===== src/rtl/riscv_pkg.sv =====
// Shared load/store types and decode helpers for the LSU.
package riscv_pkg;

  // Decoded memory operation handed over from the decoder.
  typedef enum logic [3:0] {
    LSU_NONE = 4'd0,
    LSU_LB   = 4'd1,
    LSU_LH   = 4'd2,
    LSU_LW   = 4'd3,
    LSU_LD   = 4'd4,
    LSU_LBU  = 4'd5,
    LSU_LHU  = 4'd6,
    LSU_LWU  = 4'd7,
    LSU_SB   = 4'd8,
    LSU_SH   = 4'd9,
    LSU_SW   = 4'd10,
    LSU_SD   = 4'd11
  } lsu_op_t;

  typedef enum logic [1:0] {
    LSU_IDLE = 2'd0,
    LSU_REQ  = 2'd1,
    LSU_WAIT = 2'd2
  } lsu_state_t;

  localparam int unsigned LSU_LANES = 8;

  function automatic logic lsu_is_load(input lsu_op_t op);
    logic ld;
    case (op)
      LSU_LB, LSU_LH, LSU_LW, LSU_LD, LSU_LBU, LSU_LHU, LSU_LWU: ld = 1'b1;
      default:                                                  ld = 1'b0;
    endcase
    return ld;
  endfunction

  // log2 of the access size in bytes: 0=B, 1=H, 2=W, 3=D.
  function automatic logic [1:0] lsu_size(input lsu_op_t op);
    logic [1:0] sz;
    case (op)
      LSU_LB, LSU_LBU, LSU_SB: sz = 2'd0;
      LSU_LH, LSU_LHU, LSU_SH: sz = 2'd1;
      LSU_LW, LSU_LWU, LSU_SW: sz = 2'd2;
      default:                 sz = 2'd3;
    endcase
    return sz;
  endfunction

  // An access is misaligned when any offset bit below its size is set.
  function automatic logic lsu_misaligned(input lsu_op_t op, input logic [2:0] off);
    logic mis;
    case (lsu_size(op))
      2'd0:    mis = 1'b0;
      2'd1:    mis = off[0];
      2'd2:    mis = |off[1:0];
      default: mis = |off;
    endcase
    return mis;
  endfunction

endpackage


===== src/rtl/lsu_align.sv =====
// Byte-lane steering for the LSU: store enables/data placement and load
// extraction with sign or zero extension. Purely combinational.
module lsu_align
  import riscv_pkg::*;
(
  input  lsu_op_t     i_op,
  input  logic [2:0]  i_off,
  input  logic [63:0] i_wdata,
  input  logic [63:0] i_rdata,
  output logic [7:0]  o_be,
  output logic [63:0] o_wdata,
  output logic [63:0] o_rdata
);

  logic [5:0]  w_shamt;
  logic [7:0]  w_be_base;
  logic [63:0] w_rshift;

  assign w_shamt  = {i_off, 3'b000};
  assign o_wdata  = i_wdata << w_shamt;
  assign w_rshift = i_rdata >> w_shamt;
  assign o_be     = w_be_base << i_off;

  // Unshifted byte-enable pattern for the access size.
  always_comb begin
    w_be_base = 8'hFF;
    case (lsu_size(i_op))
      2'd0:    w_be_base = 8'h01;
      2'd1:    w_be_base = 8'h03;
      2'd2:    w_be_base = 8'h0F;
      default: w_be_base = 8'hFF;
    endcase
  end

  // Truncate the lane-shifted read data and extend it to 64 bits.
  always_comb begin
    o_rdata = w_rshift;
    case (i_op)
      LSU_LB:  o_rdata = {{56{w_rshift[7]}}, w_rshift[7:0]};
      LSU_LBU: o_rdata = {56'd0, w_rshift[7:0]};
      LSU_LH:  o_rdata = {{48{w_rshift[15]}}, w_rshift[15:0]};
      LSU_LHU: o_rdata = {48'd0, w_rshift[15:0]};
      LSU_LW:  o_rdata = {{32{w_rshift[31]}}, w_rshift[31:0]};
      LSU_LWU: o_rdata = {32'd0, w_rshift[31:0]};
      default: o_rdata = w_rshift;
    endcase
  end

endmodule


===== src/rtl/lsu.sv =====
// Load/store unit: single-outstanding data-memory master. Accepts one decoded
// access at a time, traps misaligned addresses locally and returns a
// registered completion (with extended load data) to writeback.
module lsu
  import riscv_pkg::*;
#(
  parameter int unsigned ADDR_W = 64,
  parameter int unsigned DATA_W = 64
) (
  input  logic              clk_i,
  input  logic              rst_i,
  input  logic              valid_i,
  output logic              ready_o,
  input  lsu_op_t           lsu_op_i,
  input  logic [ADDR_W-1:0] addr_i,
  input  logic [DATA_W-1:0] wdata_i,
  input  logic [4:0]        rd_addr_i,
  output logic              dmem_req_o,
  input  logic              dmem_gnt_i,
  output logic              dmem_we_o,
  output logic [ADDR_W-1:0] dmem_addr_o,
  output logic [7:0]        dmem_be_o,
  output logic [DATA_W-1:0] dmem_wdata_o,
  input  logic              dmem_rvalid_i,
  input  logic [DATA_W-1:0] dmem_rdata_i,
  output logic              done_o,
  output logic              wb_we_o,
  output logic [4:0]        wb_rd_o,
  output logic [DATA_W-1:0] wb_data_o,
  output logic              err_o,
  output logic [ADDR_W-1:0] err_addr_o
);

  lsu_state_t        r_state;
  lsu_op_t           r_op;
  logic [2:0]        r_off;
  logic [4:0]        r_rd;
  logic              r_we;
  logic [ADDR_W-1:0] r_addr;
  logic [7:0]        r_be;
  logic [DATA_W-1:0] r_wdata;
  logic              r_done;
  logic              r_wb_we;
  logic [4:0]        r_wb_rd;
  logic [DATA_W-1:0] r_wb_data;
  logic              r_err;
  logic [ADDR_W-1:0] r_err_addr;

  lsu_op_t           w_op;
  logic [2:0]        w_off;
  logic [7:0]        w_be;
  logic [63:0]       w_wdata;
  logic [63:0]       w_load;
  logic              w_accept;
  logic              w_misaligned;

  // The aligner is shared: in IDLE it shapes the incoming store, otherwise
  // it extracts load data using the latched op and offset.
  assign w_op  = (r_state == LSU_IDLE) ? lsu_op_i : r_op;
  assign w_off = (r_state == LSU_IDLE) ? addr_i[2:0] : r_off;

  lsu_align u_align (
    .i_op    (w_op),
    .i_off   (w_off),
    .i_wdata (wdata_i),
    .i_rdata (dmem_rdata_i),
    .o_be    (w_be),
    .o_wdata (w_wdata),
    .o_rdata (w_load)
  );

  assign w_accept     = (r_state == LSU_IDLE) && valid_i && (lsu_op_i != LSU_NONE);
  assign w_misaligned = lsu_misaligned(lsu_op_i, addr_i[2:0]);

  // Request/response FSM with registered bus and writeback outputs.
  always_ff @(posedge clk_i) begin
    if (rst_i) begin
      r_state    <= LSU_IDLE;
      r_op       <= LSU_NONE;
      r_off      <= '0;
      r_rd       <= '0;
      r_we       <= 1'b0;
      r_addr     <= '0;
      r_be       <= '0;
      r_wdata    <= '0;
      r_done     <= 1'b0;
      r_wb_we    <= 1'b0;
      r_wb_rd    <= '0;
      r_wb_data  <= '0;
      r_err      <= 1'b0;
      r_err_addr <= '0;
    end else begin
      r_done  <= 1'b0;
      r_wb_we <= 1'b0;
      r_err   <= 1'b0;
      case (r_state)
        LSU_IDLE: begin
          if (w_accept) begin
            if (w_misaligned) begin
              r_err      <= 1'b1;
              r_err_addr <= addr_i;
            end else begin
              r_op    <= lsu_op_i;
              r_off   <= addr_i[2:0];
              r_rd    <= rd_addr_i;
              r_we    <= ~lsu_is_load(lsu_op_i);
              r_addr  <= {addr_i[ADDR_W-1:3], 3'b000};
              r_be    <= w_be;
              r_wdata <= w_wdata;
              r_state <= LSU_REQ;
            end
          end
        end
        LSU_REQ: begin
          if (dmem_gnt_i) r_state <= LSU_WAIT;
        end
        LSU_WAIT: begin
          if (dmem_rvalid_i) begin
            r_done    <= 1'b1;
            r_wb_we   <= lsu_is_load(r_op);
            r_wb_rd   <= r_rd;
            r_wb_data <= lsu_is_load(r_op) ? w_load : '0;
            r_state   <= LSU_IDLE;
          end
        end
        default: r_state <= LSU_IDLE;
      endcase
    end
  end

  assign ready_o      = (r_state == LSU_IDLE);
  // Gated by reset so an in-flight request is withdrawn in the reset cycle.
  assign dmem_req_o   = (r_state == LSU_REQ) && !rst_i;
  assign dmem_we_o    = r_we;
  assign dmem_addr_o  = r_addr;
  assign dmem_be_o    = r_be;
  assign dmem_wdata_o = r_wdata;
  assign done_o       = r_done;
  assign wb_we_o      = r_wb_we;
  assign wb_rd_o      = r_wb_rd;
  assign wb_data_o    = r_wb_data;
  assign err_o        = r_err;
  assign err_addr_o   = r_err_addr;

endmodule


===== config.mk =====
export PLATFORM = sky130hd
export DESIGN_NAME = lsu
export DESIGN_NICKNAME = d
export VERILOG_FILES = /design/src/rtl/riscv_pkg.sv /design/src/rtl/lsu_align.sv /design/src/rtl/lsu.sv
export SDC_FILE = /design/constraint.sdc
export NUM_CORES = 1
export LEC_CHECK = 0
export CORE_MARGIN = 8
export CORE_UTILIZATION = 45
export CTS_CLUSTER_DIAMETER = 40
export DETAILED_ROUTE_END_ITERATION = 10
export DONT_BUFFER_PORTS = 1
export SLEW_MARGIN = 25
export SYNTH_ARGS = -nofsm -noshare
export SYNTH_HDL_FRONTEND = slang
export SYNTH_HIERARCHICAL = 1
export SYNTH_SLANG_ARGS = --single-unit

===== constraint.sdc =====
create_clock -name clk_i -period 7 [get_ports clk_i]
set_input_delay 1.05 -clock clk_i [delete_from_list [all_inputs] [get_ports clk_i]]
set_output_delay 1.05 -clock clk_i [all_outputs]
set_load 0.03 [all_outputs]

==> results.env <==
STATUS='finished clean'
SYNTHESIS.INSTANCES=1736
DIE_W_UM=205
DRIVE_GT1_SHARE_PCT=11.3
TIMING.MAX_CAP.VIOLATIONS=0
VDD_IR_DROP_MAX_V=0.000232
NUMCLOCKSINKS=284
CRITICAL-PATH-MAX-STAGE-DELAY_NS=0.74
DP_WORST_SETUP_SLACK_NS=3.11
LAYOUT.CELLS.NON_FILLER=2144
COREAREA_UM2=35400
POST_SYNTH_AND_OR_NAND_NOR_AREA_FRACTION_PCT=23.5
INITIAL_DRC_COUNT=759
POSTCTSSETUPBUFFERS=0
FMAX_MHz=277
SYNTH_FA_HA_AREA_SHARE_PCT=0.621
WIRELENGTH_MM=52.5
PLACE_CONGESTION=0.895
GRT_PASS1_VIAS=12400
PIN_COUNT_OF_THE_BIGGEST_NET_ENTERING_GLOBAL_ROUTING=433
FINAL_HOLD_VIOLATION_COUNT=0
SYNTH-MAIN-FF-CELL='dfxtp_1'
ANTENNA_VIOLATIONS_BEFORE_REPAIR=2
CRIT_REQUIRED_NS=7.42
DRT_PASS1_ITERATIONS=5
YOSYSMOSTFREQUENTCELL='nand2b_1'
CTS.CLK_SLEW.WORST_PATHS_NS=0.06
IO_PINS=481
AGGREGATE_GLOBAL_ROUTING_OVERFLOW=0
SYNTH_COMMONEST_CELLS='nand2b_1 (363), mux2i_1 (315), dfxtp_1 (284), nor2_1 (140), nand2_1 (83)'
POST-ROUTE-MIN-PERIOD_NS=3.60
SYNTHTOPCELLSBYAREA='dfxtp_1 (35%), mux2i_1 (20%), nand2b_1 (14%), mux4_2 (4.2%), nor2_1 (3.3%)'
SYNTH_MUX_AREA_SHARE_PCT=26.2
ROUTEDWLPERCELL_UM=24.5
HTREE_NUM_LEVELS=2
ASYNC_FLOP_SHARE_PCT=0
CLKLATENCYLATEPIN_NS=0.57
HOLDBUFCOUNTCTS=0
SLEW-LIMIT-HEADROOM_PCT=29.6
TOTALNEGATIVESETUPSLACK_NS=0
SYNTHESIS.YOSYS.WARNINGS=6
YS_FF_LATCH=284
DP.FINAL_HPWL_MM=36.8
NUMBER_OF_ENABLE_FLIP_FLOP_CELLS_AFTER_SYNTHESIS=0
FINAL_ANTENNA_NET_COUNT=0
IO_BUFFER_COUNT=0
MAX_TRANSITION_VIOLS_FINAL=0
CRITPATHTOPFAMILY='multiplexers'
GRT_PASS1_WL_MM=78.2
FIN_WORST_HOLD_SLACK_NS=0.470
WORSTSETUPENDPOINTTYPE='register'
FLOORPLAN.INITIALDENSITY_PCT=45.6
CTS-BUFFERS-INSERTED=47
CP_CELL_SEQUENCE='nor2_1, buf_4, mux2_8, buf_4, mux4_2, nor2b_1, o21ai_1, nand3_2, a22oi_1, nor2_1'
CTS_MAX_PATH_BUFFERS=3
TIMING.CRITICAL_PATH.BUF_INV=2
DRT-VIAS-PER-INSTANCE=5.87
PEAK_FANOUT_ALONG_THE_CRITICAL_PATH=92
TOTAL_LEAKAGE_POWER_nW=7.11
SYNTHDISTINCTLIBCELLS=64
POST_SYNTH_INSTANCE_AREA_UM2=16100
DRCVIOLATIONCOUNT=0
SYNTH_SEQ_AREA_SHARE_PCT=35.2
DIE_HEIGHT_UM=205
FIN_WORST_SKEW_NS=0.0246
SYNTH_AREA_LEADER_CELL='dfxtp_1'
CTS_ROOT_BUF='clkbuf_16'
TIMING_WORST_SLEW_PIN_VALUE_NS=1.06
DATA_ARRIVAL_AT_THE_ENDPOINT_OF_THE_CRITICAL_PATH_NS=4.02
PLACEMENTROWS=69
POSTSYNTHAREAPERCELL_UM2=9.29
CRIT_PATH_START_KIND='register'
FP.DIEAREA_UM2=42200
SYNTH_XOR_AREA_SHARE_PCT=0
FINAL_MIN_PERIOD_OVER_CLOCK_PERIOD_PCT=51.5
GRT_SETUP_UNREPAIRED='no'
YOSYSTOPAREACELLSHARE_PCT=35.2
FINISH.NET_COUNT=1858
POWER.DENSITY_nW_PER_UM2=285
AREA_GROWTH_SYN_TO_LAYOUT_PCT=9.80
VIA_COUNT=12600
SYNTH-COMPOUND-AREA-SHARE_PCT=8.78
REG2REG_SETUP_SLACK_NS=3.40
SETUP-VIOLATIONS-FINAL=0
SETUP_WS_NS=3.40
GRTUSAGETOTAL_PCT=23.6
SLOWEST_STAGE='buf_4'
CTS_TREE='yes'
FINISH.UTILIZATION_PCT=50.0
FILLERS=3348
POST_CTS_RESIZE_COUNT=0
SYNTH_TOP_FAMILY_BY_AREA='multiplexers'
HOLDCRITPATHCLASS='register to register'
CRIT_TYPE='register to register'
CELL_COUNT_POST_PLACEMENT=2055
-- area by class of cell --
type / instances / area (µm²) / area share (%)
Antenna cell: 1 / 2.50 / 0.0141
Timing Repair Buffer: 16 / 144 / 0.812
Clock inverter: 32 / 362 / 2.04
Inverter: 13 / 48.8 / 0.276
Sequential cell: 284 / 5690 / 32.1
Clock buffer: 55 / 1270 / 7.16
Multi-Input combinational cell: 1282 / 9630 / 54.3
Tap cell: 461 / 577 / 3.26
-- stage by stage --
stage                     total power [mW]  area [µm²]
after floorplan                       2.58       16100
after global placement                2.69       16000
after detailed placement              2.70       16000
after CTS                             5.10       17700
after global routing                  5.24       17700
final                                 5.04       17700
-- path summary, 6_finish.rpt --
check,startpoint,to,cells after the start
worst max-delay path,r_state[1]$_SDFFE_PP0P_,wb_data_o[18]$_SDFFE_PP0P_,10
worst min-delay path,r_rd[2]$_SDFFE_PP0P_,r_rd[2]$_SDFFE_PP0P_,2
worst max register to register,r_state[1]$_SDFFE_PP0P_,wb_data_o[18]$_SDFFE_PP0P_,10
worst min register to register,r_rd[2]$_SDFFE_PP0P_,r_rd[2]$_SDFFE_PP0P_,2
-- cells in the final DEF, fill, tap and decap left out, drive strengths merged, types with 8 or more instances in the layout --
master and instances:
a21oi 42, a22oi 66, and2 8, and3 9, buf 16, clkbuf 55, clkinv 10, dfxtp 284
ha 8, inv 27, mux2 34, mux2i 316, mux4 30, nand2 83, nand2b 363, nand3 18
nand4 33, nor2 140, nor2b 13, o21ai 35, o22ai 17, o2bb2ai 23
-- per-layer routing --
| metal | GRT usage, % | vias to the layer above | wire, µm |
|---|---|---|---|
| li1 | - | 5853 | - |
| met1 | 26.4 | 6022 | 19100 |
| met2 | 38.2 | 570 | 24600 |
| met3 | 10.7 | 142 | 6340 |
| met4 | 11.0 | 2 | 2390 |
| met5 | 0 | - | 13 |
-- registers in the layout, indices dropped and copies added, names as in the netlist --
signal        flops
dmem_wdata_o     64
err_addr_o       64
wb_data_o        64
dmem_addr_o      61
dmem_be_o         8
r_rd              5
wb_rd_o           5
r_op              4
r_off             3
r_state           2
dmem_we_o         1
done_o            1
err_o             1
wb_we_o           1
-- where the power goes --
group | total, mW | switching (mW) | internal (mW)
clock | 2.37 | 0.897 | 1.48
combinational | 0.758 | 0.416 | 0.343
sequential | 1.91 | 0.215 | 1.70
total | 5.04 | 1.53 | 3.52
-- cells by family (layout without fill, tap and decap cells) --
group / after synthesis / in the layout
compound gates: 205 / 205
buf+inv: 172 / 116
flops: 284 / 284
fa+ha+maj: 8 / 8
simple gates: 686 / 686
mux: 380 / 380
other cells: 1 / 4
-- worst min-delay path: stages (launching register included) --
cell and delay [ns]:
dfxtp_1 0.31, nand2b_1 0.06, mux2i_1 0.05
Power figures use the tool's default switching activity.
